`src/rtl/ttc_irq_ctrl10.sv`:
```
// ttc_irq_ctrl10: interrupt collector for the triple timer counter.
// Latches edge/level events per TTC source, masks them, counts rising edges
// per source, and drives one prioritised, hold-off-gated interrupt line.
// Ports:
//   pclk10, n_p_reset10      clock, synchronous active-low reset
//   psel10..pwdata10         APB slave request (no wait states)
//   prdata10                 registered APB read data, 0 when idle
//   ttc_int10                TTC interrupt sources (bit 0 = source 1)
//   irq_out10, irq_id10      registered interrupt line and active source id
module ttc_irq_ctrl10 #(
  parameter int unsigned NUM_SRC = 3,
  parameter int unsigned CNT_W   = 8
) (
  input  logic               pclk10,
  input  logic               n_p_reset10,
  input  logic               psel10,
  input  logic               penable10,
  input  logic               pwrite10,
  input  logic [7:0]         paddr10,
  input  logic [31:0]        pwdata10,
  input  logic [NUM_SRC-1:0] ttc_int10,
  output logic [31:0]        prdata10,
  output logic               irq_out10,
  output logic [1:0]         irq_id10
);

  // Word indices of the register map
  localparam logic [5:0] A_RAW     = 6'h00;
  localparam logic [5:0] A_PEND    = 6'h01;
  localparam logic [5:0] A_MASK    = 6'h02;
  localparam logic [5:0] A_MODE    = 6'h03;
  localparam logic [5:0] A_VECTOR  = 6'h04;
  localparam logic [5:0] A_HOLDOFF = 6'h05;
  localparam logic [5:0] A_COUNT   = 6'h06;

  localparam logic [CNT_W-1:0] CNT_MAX = {CNT_W{1'b1}};

  logic [NUM_SRC-1:0] src_d;
  logic [NUM_SRC-1:0] pend;
  logic [NUM_SRC-1:0] mask;
  logic [NUM_SRC-1:0] mode;
  logic [CNT_W-1:0]   holdoff;
  logic [CNT_W-1:0]   hcnt;
  logic               irq_d;
  logic [CNT_W-1:0]   cnt [NUM_SRC];

  logic [5:0]         widx;
  logic               wr_en;
  logic               rd_setup;
  logic               rd_access;
  logic [NUM_SRC-1:0] rise;
  logic [NUM_SRC-1:0] set;
  logic [NUM_SRC-1:0] clr;
  logic [NUM_SRC-1:0] pend_nxt;
  logic [NUM_SRC-1:0] active;
  logic [1:0]         id_nxt;
  logic [CNT_W-1:0]   hcnt_nxt;
  logic               irq_nxt;
  logic               cnt_clr;
  logic [CNT_W-1:0]   cnt_nxt [NUM_SRC];
  logic [31:0]        rdata;

  logic unused;
  assign unused = ^{paddr10[1:0], pwdata10[31:CNT_W]};

  assign widx      = paddr10[7:2];
  assign wr_en     = psel10 & penable10 & pwrite10;
  assign rd_setup  = psel10 & ~penable10 & ~pwrite10;
  assign rd_access = psel10 & penable10 & ~pwrite10;

  // Event detection and pending update; a set beats a same-cycle W1C clear
  always_comb begin
    rise     = ttc_int10 & ~src_d;
    set      = (mode & rise) | (~mode & ttc_int10);
    clr      = (wr_en && widx == A_PEND) ? pwdata10[NUM_SRC-1:0] : '0;
    pend_nxt = (pend & ~clr) | set;
    active   = pend & mask;
  end

  // Priority encode: lowest-numbered source wins
  always_comb begin
    id_nxt = 2'd0;
    for (int i = NUM_SRC - 1; i >= 0; i--) begin
      if (active[i]) id_nxt = 2'(i + 1);
    end
  end

  // Hold-off reloads one cycle after the line falls; the line is gated on the
  // counter's next value so it stays low through the reload cycle itself
  always_comb begin
    hcnt_nxt = hcnt;
    if (irq_d && !irq_out10) hcnt_nxt = holdoff;
    else if (hcnt != '0)     hcnt_nxt = hcnt - CNT_W'(1);
    irq_nxt = (|active) && (hcnt_nxt == '0);
  end

  // Saturating per-source edge counters; an edge coinciding with a clear leaves 1
  always_comb begin
    cnt_clr = wr_en && (widx == A_COUNT);
    for (int i = 0; i < NUM_SRC; i++) begin
      cnt_nxt[i] = cnt[i];
      if (cnt_clr)                          cnt_nxt[i] = rise[i] ? CNT_W'(1) : '0;
      else if (rise[i] && cnt[i] != CNT_MAX) cnt_nxt[i] = cnt[i] + CNT_W'(1);
    end
  end

  // Read mux
  always_comb begin
    rdata = '0;
    case (widx)
      A_RAW:     rdata[NUM_SRC-1:0] = ttc_int10;
      A_PEND:    rdata[NUM_SRC-1:0] = pend;
      A_MASK:    rdata[NUM_SRC-1:0] = mask;
      A_MODE:    rdata[NUM_SRC-1:0] = mode;
      A_VECTOR:  rdata = {irq_out10, 29'd0, irq_id10};
      A_HOLDOFF: rdata[CNT_W-1:0] = holdoff;
      A_COUNT: begin
        for (int i = 0; i < NUM_SRC; i++) rdata[i*CNT_W +: CNT_W] = cnt[i];
      end
      default:   rdata = '0;
    endcase
  end

  always_ff @(posedge pclk10) begin
    if (!n_p_reset10) begin
      src_d     <= '0;
      pend      <= '0;
      mask      <= '0;
      mode      <= '1;
      holdoff   <= '0;
      hcnt      <= '0;
      irq_d     <= 1'b0;
      irq_out10 <= 1'b0;
      irq_id10  <= 2'd0;
      prdata10  <= '0;
      for (int i = 0; i < NUM_SRC; i++) cnt[i] <= '0;
    end else begin
      src_d     <= ttc_int10;
      pend      <= pend_nxt;
      hcnt      <= hcnt_nxt;
      irq_d     <= irq_out10;
      irq_out10 <= irq_nxt;
      irq_id10  <= id_nxt;
      for (int i = 0; i < NUM_SRC; i++) cnt[i] <= cnt_nxt[i];

      if (wr_en) begin
        case (widx)
          A_MASK:    mask    <= pwdata10[NUM_SRC-1:0];
          A_MODE:    mode    <= pwdata10[NUM_SRC-1:0];
          A_HOLDOFF: holdoff <= pwdata10[CNT_W-1:0];
          default:   ;
        endcase
      end

      // Capture in setup, hold through access, zero otherwise
      if (rd_setup)        prdata10 <= rdata;
      else if (!rd_access) prdata10 <= '0;
    end
  end

endmodule
```
`config.mk`:
```
export PLATFORM = sky130hd
export DESIGN_NAME = ttc_irq_ctrl10
export DESIGN_NICKNAME = d
export VERILOG_FILES = /design/src/rtl/ttc_irq_ctrl10.sv
export SDC_FILE = /design/constraint.sdc
export NUM_CORES = 1
export LEC_CHECK = 0
export ABC_AREA = 1
export CORE_ASPECT_RATIO = 1.5
export CORE_MARGIN = 5
export CORE_UTILIZATION = 50
export DETAILED_ROUTE_END_ITERATION = 10
export PLACE_DENSITY = 0.78
export SYNTH_ARGS = -nofsm -noshare
export SYNTH_HDL_FRONTEND = slang
export SYNTH_SLANG_ARGS = --single-unit
```
`constraint.sdc`:
```
create_clock -name pclk10 -period 3.75 [get_ports pclk10]
set_clock_uncertainty 0.1 [all_clocks]
set_input_delay 0.5625 -clock pclk10 [delete_from_list [all_inputs] [get_ports pclk10]]
set_output_delay 0.5625 -clock pclk10 [all_outputs]
set_load 0.02 [all_outputs]
```
### Word-level counts from Yosys, hierarchy flattened

Memories as Yosys holds them, arrays and structs flattened.
Cells that the tools add are included.

* register bits: 64
* bits in writable memories: 24
* output and inout port bits: 35
* logic and storage cells: 89
* memories: 1
* input port bits: 48

Memories
* cnt: depth 3, width 8, read ports 3, clocked after Yosys merged registers in 0, wr ports 3, line 45 `logic [CNT_W-1:0] cnt [NUM_SRC];`

* bitwise operators: 21
* reductions and logical operators: 16
* muxes and demuxes: 26
* $add $sub $neg: 4
* equal/unequal tests: 10

Operator list (count)
* $mux W8: 12
* $mux W32: 2
* $add A8 B1 Y8 const B: 3
* $ne A8 B8 Y1 const B: 3
* $pmux W3 S7: 1
* $eq A6 B3 Y1 const B: 3
* $mux W16: 1
* $and A3 B3 Y3: 5
* $eq A6 B2 Y1 const B: 2
* $pmux W5 S2: 1
* $not A3 Y3: 3
* $logic_not A8 Y1: 1
* $reduce_bool A8 Y1: 1
* $sub A8 B1 Y8 const B: 1
* $logic_and A1 B1 Y1: 7
* $eq A6 B1 Y1 const B: 1
* $logic_not A6 Y1: 1
* $mux W1: 6
* $or A3 B3 Y3: 2
* $reduce_and A2 Y1: 3
* $and A1 B1 Y1: 5
* $mux W2: 2
* $mux W3: 1
* $not A1 Y1: 3
* 5 further kinds: 7

### Logic depth before layout (Yosys ltp)

Gate-level depths: netlist of run 1.

* word-level depth: 7
* mapped depth: 11
* gate-level depth less buffers: 11

### Least setup slack after synthesis of run 1

OpenSTA, ideal clock, no wires.

* path type: in2reg
* from: in pwrite10
* to: reg prdata10[6]
* stages on the path: 5
* path buffers: 1
* data required time: 3.573 ns
* setup slack: 2.093 ns
* library setup time: 0.077 ns
* data arrival time: 1.481 ns
* cells stage by stage: nor3_2 > and2_4 > buf_8 > nand2_2 > a31oi_1

* cells in the longest elaborated chain, start to end: 3
* elaborated cells between the ends (all ways): 5
* those cells by class: 1 x eq/ne; 1 x mux; 3 x bitwise

Ends and longest elaborated chain
* start, declared: line 18 `input logic pwrite10,`
* $not A1 Y1 *: line 68, 69
* $and A1 B1 Y1 (on tied branches): line 68, 69
* $ne A2 B2 Y1 (no line) or $mux W32 (tied branches)
* end signal, assigned: line 156 `if (rd_setup) prdata10 <= rdata;`
* end, declared: line 22 `output logic [31:0] prdata10,`

Every way passes the cells marked *; elsewhere a longest branch is shown, timed or not.
A chain may end at the register's enable or synchronous reset.

==> summary.log, run 1 <==
INFO  worst_setup_path crit_buf_inv=5
INFO  routing        drtAntennaViolNets=0
INFO  routing        vias=3862
INFO  pwr            maximum_vdd_ir_drop=0.343mV
INFO  sta            fmax=468MHz
INFO  synth          postSynthAreaPerCell=6.76um^2
INFO  final_layout   fillers=717
INFO  grt            gr-total-overflow=0
INFO  sta            share_of_the_cycle_needed_by_the_critical_path_after_routing=0.570
INFO  worst_setup_path timing_worst_setup_path_type=in2reg
INFO  clock_tree     cts_buffers=9
INFO  sta            grt_setup_unrepaired=false
INFO  synth          synth_largest_type_area_fraction=0.409
INFO  sta            slew_viol_final=0
INFO  worst_setup_path worstPathArrival=2.26ns
INFO  sta            hold_viol_final=0
INFO  synth          synth.yosys.seq_area_share=0.409
INFO  floorplanning  row_count=39
INFO  worst_setup_path source_of_the_worst_register_to_register_timing_path=cnt[0][16]
INFO  routing        number_of_drc_markers_after_the_initial_detailed_route_iteration=288
INFO  job            max_cap_violations=0
INFO  grt            antenna_violations_before_repair=0
INFO  floorplanning  floorplan.initialDensity=0.517
INFO  worst_hold_path worst_hold_path.num_cells=2
INFO  clock_tree     cts.repair_timing.setup_buffer_count=0
INFO  routing        drt-wirelength-per-cell=13.0um
INFO  synth          synth_seq_cells=81
INFO  place          globalplace.congestion=0.867
INFO  grt            grt_pass1_wl=16.2mm
INFO  synth          postSynthCellCount=586
INFO  final_layout   final_nets=689
INFO  floorplanning  design.core.area=7660um^2
INFO  synth          post-synth-top-area-cell=sky130_fd_sc_hd__dfxtp_1
INFO  worst_setup_path worst-r2r-cell-count=8
INFO  routing        drc=0
INFO  synth          syn-cell-area=3960um^2
INFO  synth          yosys_warnings=0
INFO  clock_tree     holdBufCountCts=0
INFO  worst_hold_path whs_endpoint=prdata10[16]
INFO  place          count_of_input_and_output_buffers=49
INFO  worst_setup_path worst-endpoint-required=3.87ns
INFO  final_layout   drive_gt1_frac=0.0733
INFO  sta            post-route-min-period=2.14ns
INFO  clock_tree     clk_root_buffer_cell=sky130_fd_sc_hd__clkbuf_16
INFO  floorplanning  boundary_pins=83
INFO  sta            timing.setup.tns=0ns
INFO  clock_tree     cts-htree-levels=3
INFO  place          dp_hpwl=7.08mm
INFO  worst_setup_path timing.critical_path.to_type=flop
INFO  worst_setup_path cp_cell_sequence=clkdlybuf4s50_1 > inv_2 > nor2_4 > inv_2 > nor2_4 > nand2_2 > inv_2 > nor2_4 > inv_2 > nor3_1
INFO  floorplanning  die-width=82.7um
INFO  worst_setup_path timing.rr.end=cnt[0][18]
INFO  synth          yosys-top-cells-area=sky130_fd_sc_hd__dfxtp_1 (41%), sky130_fd_sc_hd__nand2_1 (16%), sky130_fd_sc_hd__a21oi_1 (6.7%)
INFO  routing        wire_length_reported_by_the_detailed_router=9.66mm
INFO  sta            setup_viol_count_final=0
INFO  worst_hold_path timing.hold.worst.class=reg2reg
INFO  clock_tree     numClockSinks=81
INFO  place          place.detailed.instances=727
INFO  clock_tree     tritoncts_clock_tree=yes
INFO  final_layout   insertedDiodeCount=0
INFO  routing        route.detailed.vias_per_inst=5.20
INFO  worst_setup_path crit_path_frequent_cell=sky130_fd_sc_hd__inv_2
INFO  outcome        status=finished, final reports clean
INFO  synth          synth_cell_type_count=32
INFO  grt            pin_count_of_the_biggest_net_entering_global_routing=36
INFO  final_layout   area_growth_syn_to_layout=20.7%
INFO  worst_setup_path worst-path-max-fanout=14
INFO  clock_tree     clk_latency=0.34ns
INFO  worst_hold_path hold_path.startpoint=prdata10[16]
INFO  worst_setup_path cp_top_family=buffers and inverters
INFO  worst_setup_path rrSetupSlack=1.94ns
INFO  pwr            total_leakage_power=1.96nW
INFO  worst_setup_path cp-start-kind=input port
INFO  worst_setup_path slowest_stage_cell_cp=sky130_fd_sc_hd__clkdlybuf4s50_1
INFO  routing        detailedRoute.firstPassIterationCount=5
INFO  grt            first_global_vias=3713
INFO  pwr            power.density=458nW/um^2
INFO  floorplanning  fp.dieArea=9840um^2
INFO  clock_tree     cts_buffer_depth=2
INFO  grt            global_route.usage.total=0.209
INFO  final_layout   layout.cells.non_filler=743
INFO  clock_tree     path_clk_slew=0.06ns
INFO  worst_setup_path cp_slowest_stage_delay=0.61ns
INFO  clock_tree     post_cts_resize_count=0
INFO  floorplanning  die-height=119um
[worst max path at each step]
stage / to / depth (start not counted) / start / slack (ns)
after global placement: cnt[0][2] / 10 / paddr10[3] / 1.32
after CTS: cnt[0][10] / 10 / paddr10[3] / 1.63
after global routing: cnt[0][10] / 10 / paddr10[3] / 1.47
after detailed placement: cnt[0][10] / 10 / paddr10[3] / 1.27
final: cnt[0][2] / 10 / paddr10[3] / 1.61
after floorplan: prdata10[6] / 5 / pwrite10 / 2.09
[layout by cell type (no fill, tap or decap), types with 8 or more instances in the layout]
| cell | synthesis | layout |
|---|---|---|
| sky130_fd_sc_hd__o21ai_0 | 25 | 25 |
| sky130_fd_sc_hd__nand3_1 | 39 | 39 |
| sky130_fd_sc_hd__a21oi_1 | 53 | 53 |
| sky130_fd_sc_hd__dfxtp_1 | 81 | 81 |
| sky130_fd_sc_hd__nor2_1 | 66 | 66 |
| sky130_fd_sc_hd__nand2_1 | 174 | 174 |
| sky130_fd_sc_hd__inv_2 | 8 | 8 |
| sky130_fd_sc_hd__nand4_1 | 14 | 14 |
| sky130_fd_sc_hd__clkbuf_16 | 0 | 9 |
| sky130_fd_sc_hd__inv_1 | 61 | 61 |
| sky130_fd_sc_hd__clkdlybuf4s50_1 | 0 | 49 |
[worst reg2reg max path, cell delays in order, from the launching register on]
cell                      delay [ns]
sky130_fd_sc_hd__dfxtp_1        0.40
sky130_fd_sc_hd__ha_1           0.22
sky130_fd_sc_hd__nand2_1        0.10
sky130_fd_sc_hd__nor3_2         0.24
sky130_fd_sc_hd__nand2_1        0.12
sky130_fd_sc_hd__nand2_2        0.12
sky130_fd_sc_hd__inv_1          0.16
sky130_fd_sc_hd__a21oi_1        0.18
sky130_fd_sc_hd__nor2_1         0.06
[kinds of logic (layout without fill, tap and decap cells)]
group,after synthesis,after routing,share of synthesized area
compound gates,88,88,0.116
simple gates,318,318,0.350
other cells,1,7,0.000947
buf+inv,89,138,0.0983
xor+xnor,4,4,0.00885
flops,81,81,0.409
fa+ha+maj,5,5,0.0158
[metal layers]
layer	track usage	part of all wire	vias to the layer above
met5	0	0	-
met4	0.0798	0.022	0
met1	0.219	0.39	1770
met3	0.0506	0.047	23
li1	-	-	1957
met2	0.387	0.54	112
[per-stage QoR]
step | utilization | power [mW] | instance area, um^2 | setup WS, ns | hold slack, ns
after floorplan | - | 1.28 | 3980 | 2.09 | 0.345
after detailed placement | 0.587 | 1.38 | 4500 | 1.27 | 0.360
after global placement | 0.587 | 1.36 | 4500 | 1.32 | 0.359
after CTS | 0.624 | 2.20 | 4780 | 1.63 | 0.369
after global routing | 0.624 | 2.31 | 4780 | 1.47 | 0.391
final | 0.624 | 2.19 | 4780 | 1.61 | 0.365
[report_power, final]
group / leakage, nW / switching [mW] / internal (mW)
registers: 0.657 / 0.0294 / 0.899
logic: 1.17 / 0.278 / 0.156
clock network: 0.131 / 0.345 / 0.483
[cell usage after synthesis]
library cell	n
sky130_fd_sc_hd__nor3_1	4
sky130_fd_sc_hd__and2_4	1
sky130_fd_sc_hd__nand3_1	39
sky130_fd_sc_hd__inv_1	61
sky130_fd_sc_hd__o21bai_1	2
sky130_fd_sc_hd__a31oi_1	5
sky130_fd_sc_hd__nand3b_1	1
sky130_fd_sc_hd__nand4_1	14
sky130_fd_sc_hd__buf_8	1
sky130_fd_sc_hd__nor2_1	66
sky130_fd_sc_hd__nor3_4	1
sky130_fd_sc_hd__ha_1	5
sky130_fd_sc_hd__nor2_2	4
sky130_fd_sc_hd__buf_2	2
sky130_fd_sc_hd__clkinv_1	1
sky130_fd_sc_hd__nor3_2	2
sky130_fd_sc_hd__xnor2_1	3
sky130_fd_sc_hd__nand2_1	174
sky130_fd_sc_hd__clkbuf_1	7
sky130_fd_sc_hd__conb_1	1
sky130_fd_sc_hd__nand2_2	7
sky130_fd_sc_hd__o211ai_1	2
sky130_fd_sc_hd__o21ai_0	25
sky130_fd_sc_hd__dfxtp_1	81
sky130_fd_sc_hd__nor2_4	4
sky130_fd_sc_hd__a21oi_1	53
sky130_fd_sc_hd__inv_2	8
sky130_fd_sc_hd__nand3_4	1
sky130_fd_sc_hd__xor2_1	1
sky130_fd_sc_hd__buf_4	7
sky130_fd_sc_hd__buf_6	2
sky130_fd_sc_hd__a31o_2	1
[state kept, by name (all words and copies together) (netlist names)]
name / count
src_d: 3
irq_out10: 1
irq_d: 1
mode: 3
hcnt: 8
irq_id10: 2
mask: 3
pend: 3
holdoff: 8
prdata10: 25
cnt: 24
[layout make-up]
type,count,area (um^2),area share
clock buffer,12,256,0.0537
clock inverter,4,27.5,0.00576
inverter,70,263,0.0550
multi-input combinational,422,1970,0.412
sequential,81,1620,0.339
tap,102,128,0.0267
timing repair buffer,52,513,0.107
No activity file was read; power rests on OpenSTA's default activity.
==> run 2: changes to the inputs <==
==> constraint.sdc (replaced) <==
create_clock -name pclk10 -period 2.2 [get_ports pclk10]
set_clock_uncertainty 0.1 [all_clocks]
set_input_delay 0.33 -clock pclk10 [delete_from_list [all_inputs] [get_ports pclk10]]
set_output_delay 0.33 -clock pclk10 [all_outputs]
set_load 0.02 [all_outputs]
==> run 2 against run 1 <==
Against the previous run:
- cell count is 0.94% higher
- non-clock buffer count is 7 higher
- global-route usage rose by 0.30 points
- core utilization up 0.88 points
- sequential power grew 70%
- worst hold slack better by 0.0045 ns
- largest power group unchanged
- highest routed layer unchanged
==> summary.log, run 2 (synthesis gave the netlist of run 1 again) <==
INFO  outcome        status=finished, final reports clean
INFO  worst_setup_path timing.rr.end=cnt[0][18]
INFO  clock_tree     cts.repair_timing.setup_buffer_count=0
INFO  place          detailed_place.area=4550um^2
INFO  worst_setup_path timing.critical_path.to_type=flop
INFO  routing        number_of_drc_markers_after_the_initial_detailed_route_iteration=215
INFO  place          dp_worst_setup_slack=0.123ns
INFO  clock_tree     holdBufCountCts=0
INFO  final_layout   final_nets=696
INFO  clock_tree     clk_latency=0.33ns
INFO  sta            fmax=544MHz
INFO  sta            timing.setup.tns=0ns
INFO  floorplanning  die-height=119um
INFO  final_layout   fillers=710
INFO  sta            slew_viol_final=0
INFO  clock_tree     numClockSinks=81
INFO  place          count_of_input_and_output_buffers=49
INFO  sta            postLayoutSetupSlackWorst=0.363ns
INFO  job            max_cap_violations=0
INFO  floorplanning  design.core.area=7660um^2
INFO  clock_tree     cts_buffers=9
INFO  final_layout   drive_gt1_frac=0.0818
INFO  pwr            power.density=788nW/um^2
INFO  routing        drt-wirelength-per-cell=13.3um
INFO  floorplanning  fp.dieArea=9840um^2
INFO  pwr            total_power=3.82mW
INFO  routing        vias=3818
INFO  clock_tree     cts-htree-levels=3
INFO  grt            global_route.usage.total=0.212
INFO  floorplanning  floorplan.initialDensity=0.517
INFO  routing        wire_length_reported_by_the_detailed_router=9.96mm
INFO  grt            antenna_violations_before_repair=0
INFO  grt            first_global_vias=3724
INFO  sta            share_of_the_cycle_needed_by_the_critical_path_after_routing=0.835
INFO  worst_setup_path worst-path-max-fanout=11
INFO  pwr            maximum_vdd_ir_drop=0.483mV
INFO  final_layout   most-common-layout-cells=sky130_fd_sc_hd__nand2_1 (174), sky130_fd_sc_hd__dfxtp_1 (81), sky130_fd_sc_hd__nor2_1 (66)
INFO  final_layout   largest_register_ffs=25
INFO  pwr            total_leakage_power=2.00nW
INFO  final_layout   layout.cells.non_filler=750
INFO  final_layout   max_flop_register=prdata10
INFO  place          place.detailed.instances=734
INFO  final_layout   final_area=4850um^2
INFO  final_layout   final_common_cell=sky130_fd_sc_hd__nand2_1
INFO  grt            pin_count_of_the_biggest_net_entering_global_routing=36
INFO  floorplanning  row_count=39
INFO  sta            hold_viol_final=0
INFO  worst_setup_path worstPathArrival=1.96ns
INFO  final_layout   area_growth_syn_to_layout=22.4%
INFO  routing        route.detailed.vias_per_inst=5.09
INFO  worst_setup_path worst-r2r-cell-count=8
INFO  clock_tree     cts_buffer_depth=2
INFO  routing        drc=0
INFO  worst_setup_path source_of_the_worst_register_to_register_timing_path=cnt[0][16]
INFO  worst_setup_path timing_worst_setup_path_type=reg2reg
INFO  floorplanning  die-width=82.7um
INFO  sta            post-route-min-period=1.84ns
INFO  clock_tree     tritoncts_clock_tree=yes
INFO  worst_hold_path timing.hold.worst.class=reg2reg
INFO  final_layout   insertedDiodeCount=0
INFO  place          dp_hpwl=7.41mm
INFO  grt            gr-total-overflow=0
INFO  clock_tree     path_clk_slew=0.06ns
INFO  worst_setup_path worstSetupStartpoint=cnt[0][16]
INFO  place          globalplace.congestion=0.902
INFO  worst_setup_path worst-endpoint-required=2.33ns
INFO  routing        drtAntennaViolNets=0
INFO  clock_tree     clk_root_buffer_cell=sky130_fd_sc_hd__clkbuf_16
INFO  worst_setup_path crit_path_end=cnt[0][18]
INFO  worst_setup_path cp-start-kind=flop
INFO  sta            setup_viol_count_final=0
INFO  worst_setup_path rrSetupSlack=0.36ns
INFO  floorplanning  boundary_pins=83
INFO  clock_tree     post_cts_resize_count=0
INFO  grt            grt_pass1_wl=16.4mm
INFO  final_layout   layout_top_registers=prdata10 x25, cnt x24
INFO  routing        detailedRoute.firstPassIterationCount=4
INFO  sta            grt_setup_unrepaired=false
-- run 2: cell count changes in the layout (fill, tap and decap cells not counted), sizes merged --
cell / delta
bufinv: +1
clkinv: -1
buf: +7
-- run 2: how the worst min path moves through the flow --
| stage | depth (start not counted) | slack (ns) | startpoint | endpoint |
|---|---|---|---|---|
| finish | 2 | 0.37 | prdata10[22] | prdata10[22] |
| global route | 2 | 0.39 | prdata10[13] | prdata10[13] |
| CTS | 2 | 0.37 | prdata10[21] | prdata10[21] |
| detailed placement | 2 | 0.36 | prdata10[22] | prdata10[22] |
| global placement | 2 | 0.36 | prdata10[19] | prdata10[19] |
| floorplan | 2 | 0.32 | ttc_int10[2] | src_d[2] |
-- run 2: worst max-delay path, cell delays in order, from the launching register on --
cell and delay [ns]:
sky130_fd_sc_hd__dfxtp_1 0.40, sky130_fd_sc_hd__ha_1 0.22, sky130_fd_sc_hd__nand2_1 0.09, sky130_fd_sc_hd__nor3_2 0.23
sky130_fd_sc_hd__nand2_1 0.13, sky130_fd_sc_hd__nand2_2 0.13, sky130_fd_sc_hd__inv_1 0.17, sky130_fd_sc_hd__a21oi_1 0.19
sky130_fd_sc_hd__nor2_1 0.06
-- run 2: layout make-up --
class                   instances  area [um^2]  area share
multi-input cells             422         1970       0.407
flip-flops and latches         81         1620       0.334
repair buffers                 59          566       0.117
inverters                      70          263      0.0542
clock buffers                  12          246      0.0508
well taps                     102          128      0.0263
clock inverters                 4         52.6      0.0108
-- run 2: metrics by stage --
stage	utilization	hold slack, ns
floorplan	-	0.323
global placement	0.594	0.357
detailed placement	0.594	0.363
CTS	0.633	0.372
global route	0.633	0.392
finish	0.633	0.369
-- run 2: where the power goes --
group	total [mW]	internal [mW]	switching (mW)
clock	1.49	0.910	0.582
combinational	0.744	0.273	0.471
sequential	1.58	1.53	0.0513
total	3.82	2.72	1.10
-- run 2: layer usage --
metal  up-vias  global-route usage  part of all wire
li1       1969                   -                 -
met1      1738               0.234              0.40
met3        22              0.0461             0.040
met4         0              0.0849             0.024
met2        89               0.382              0.53
met5         -                   0                 0
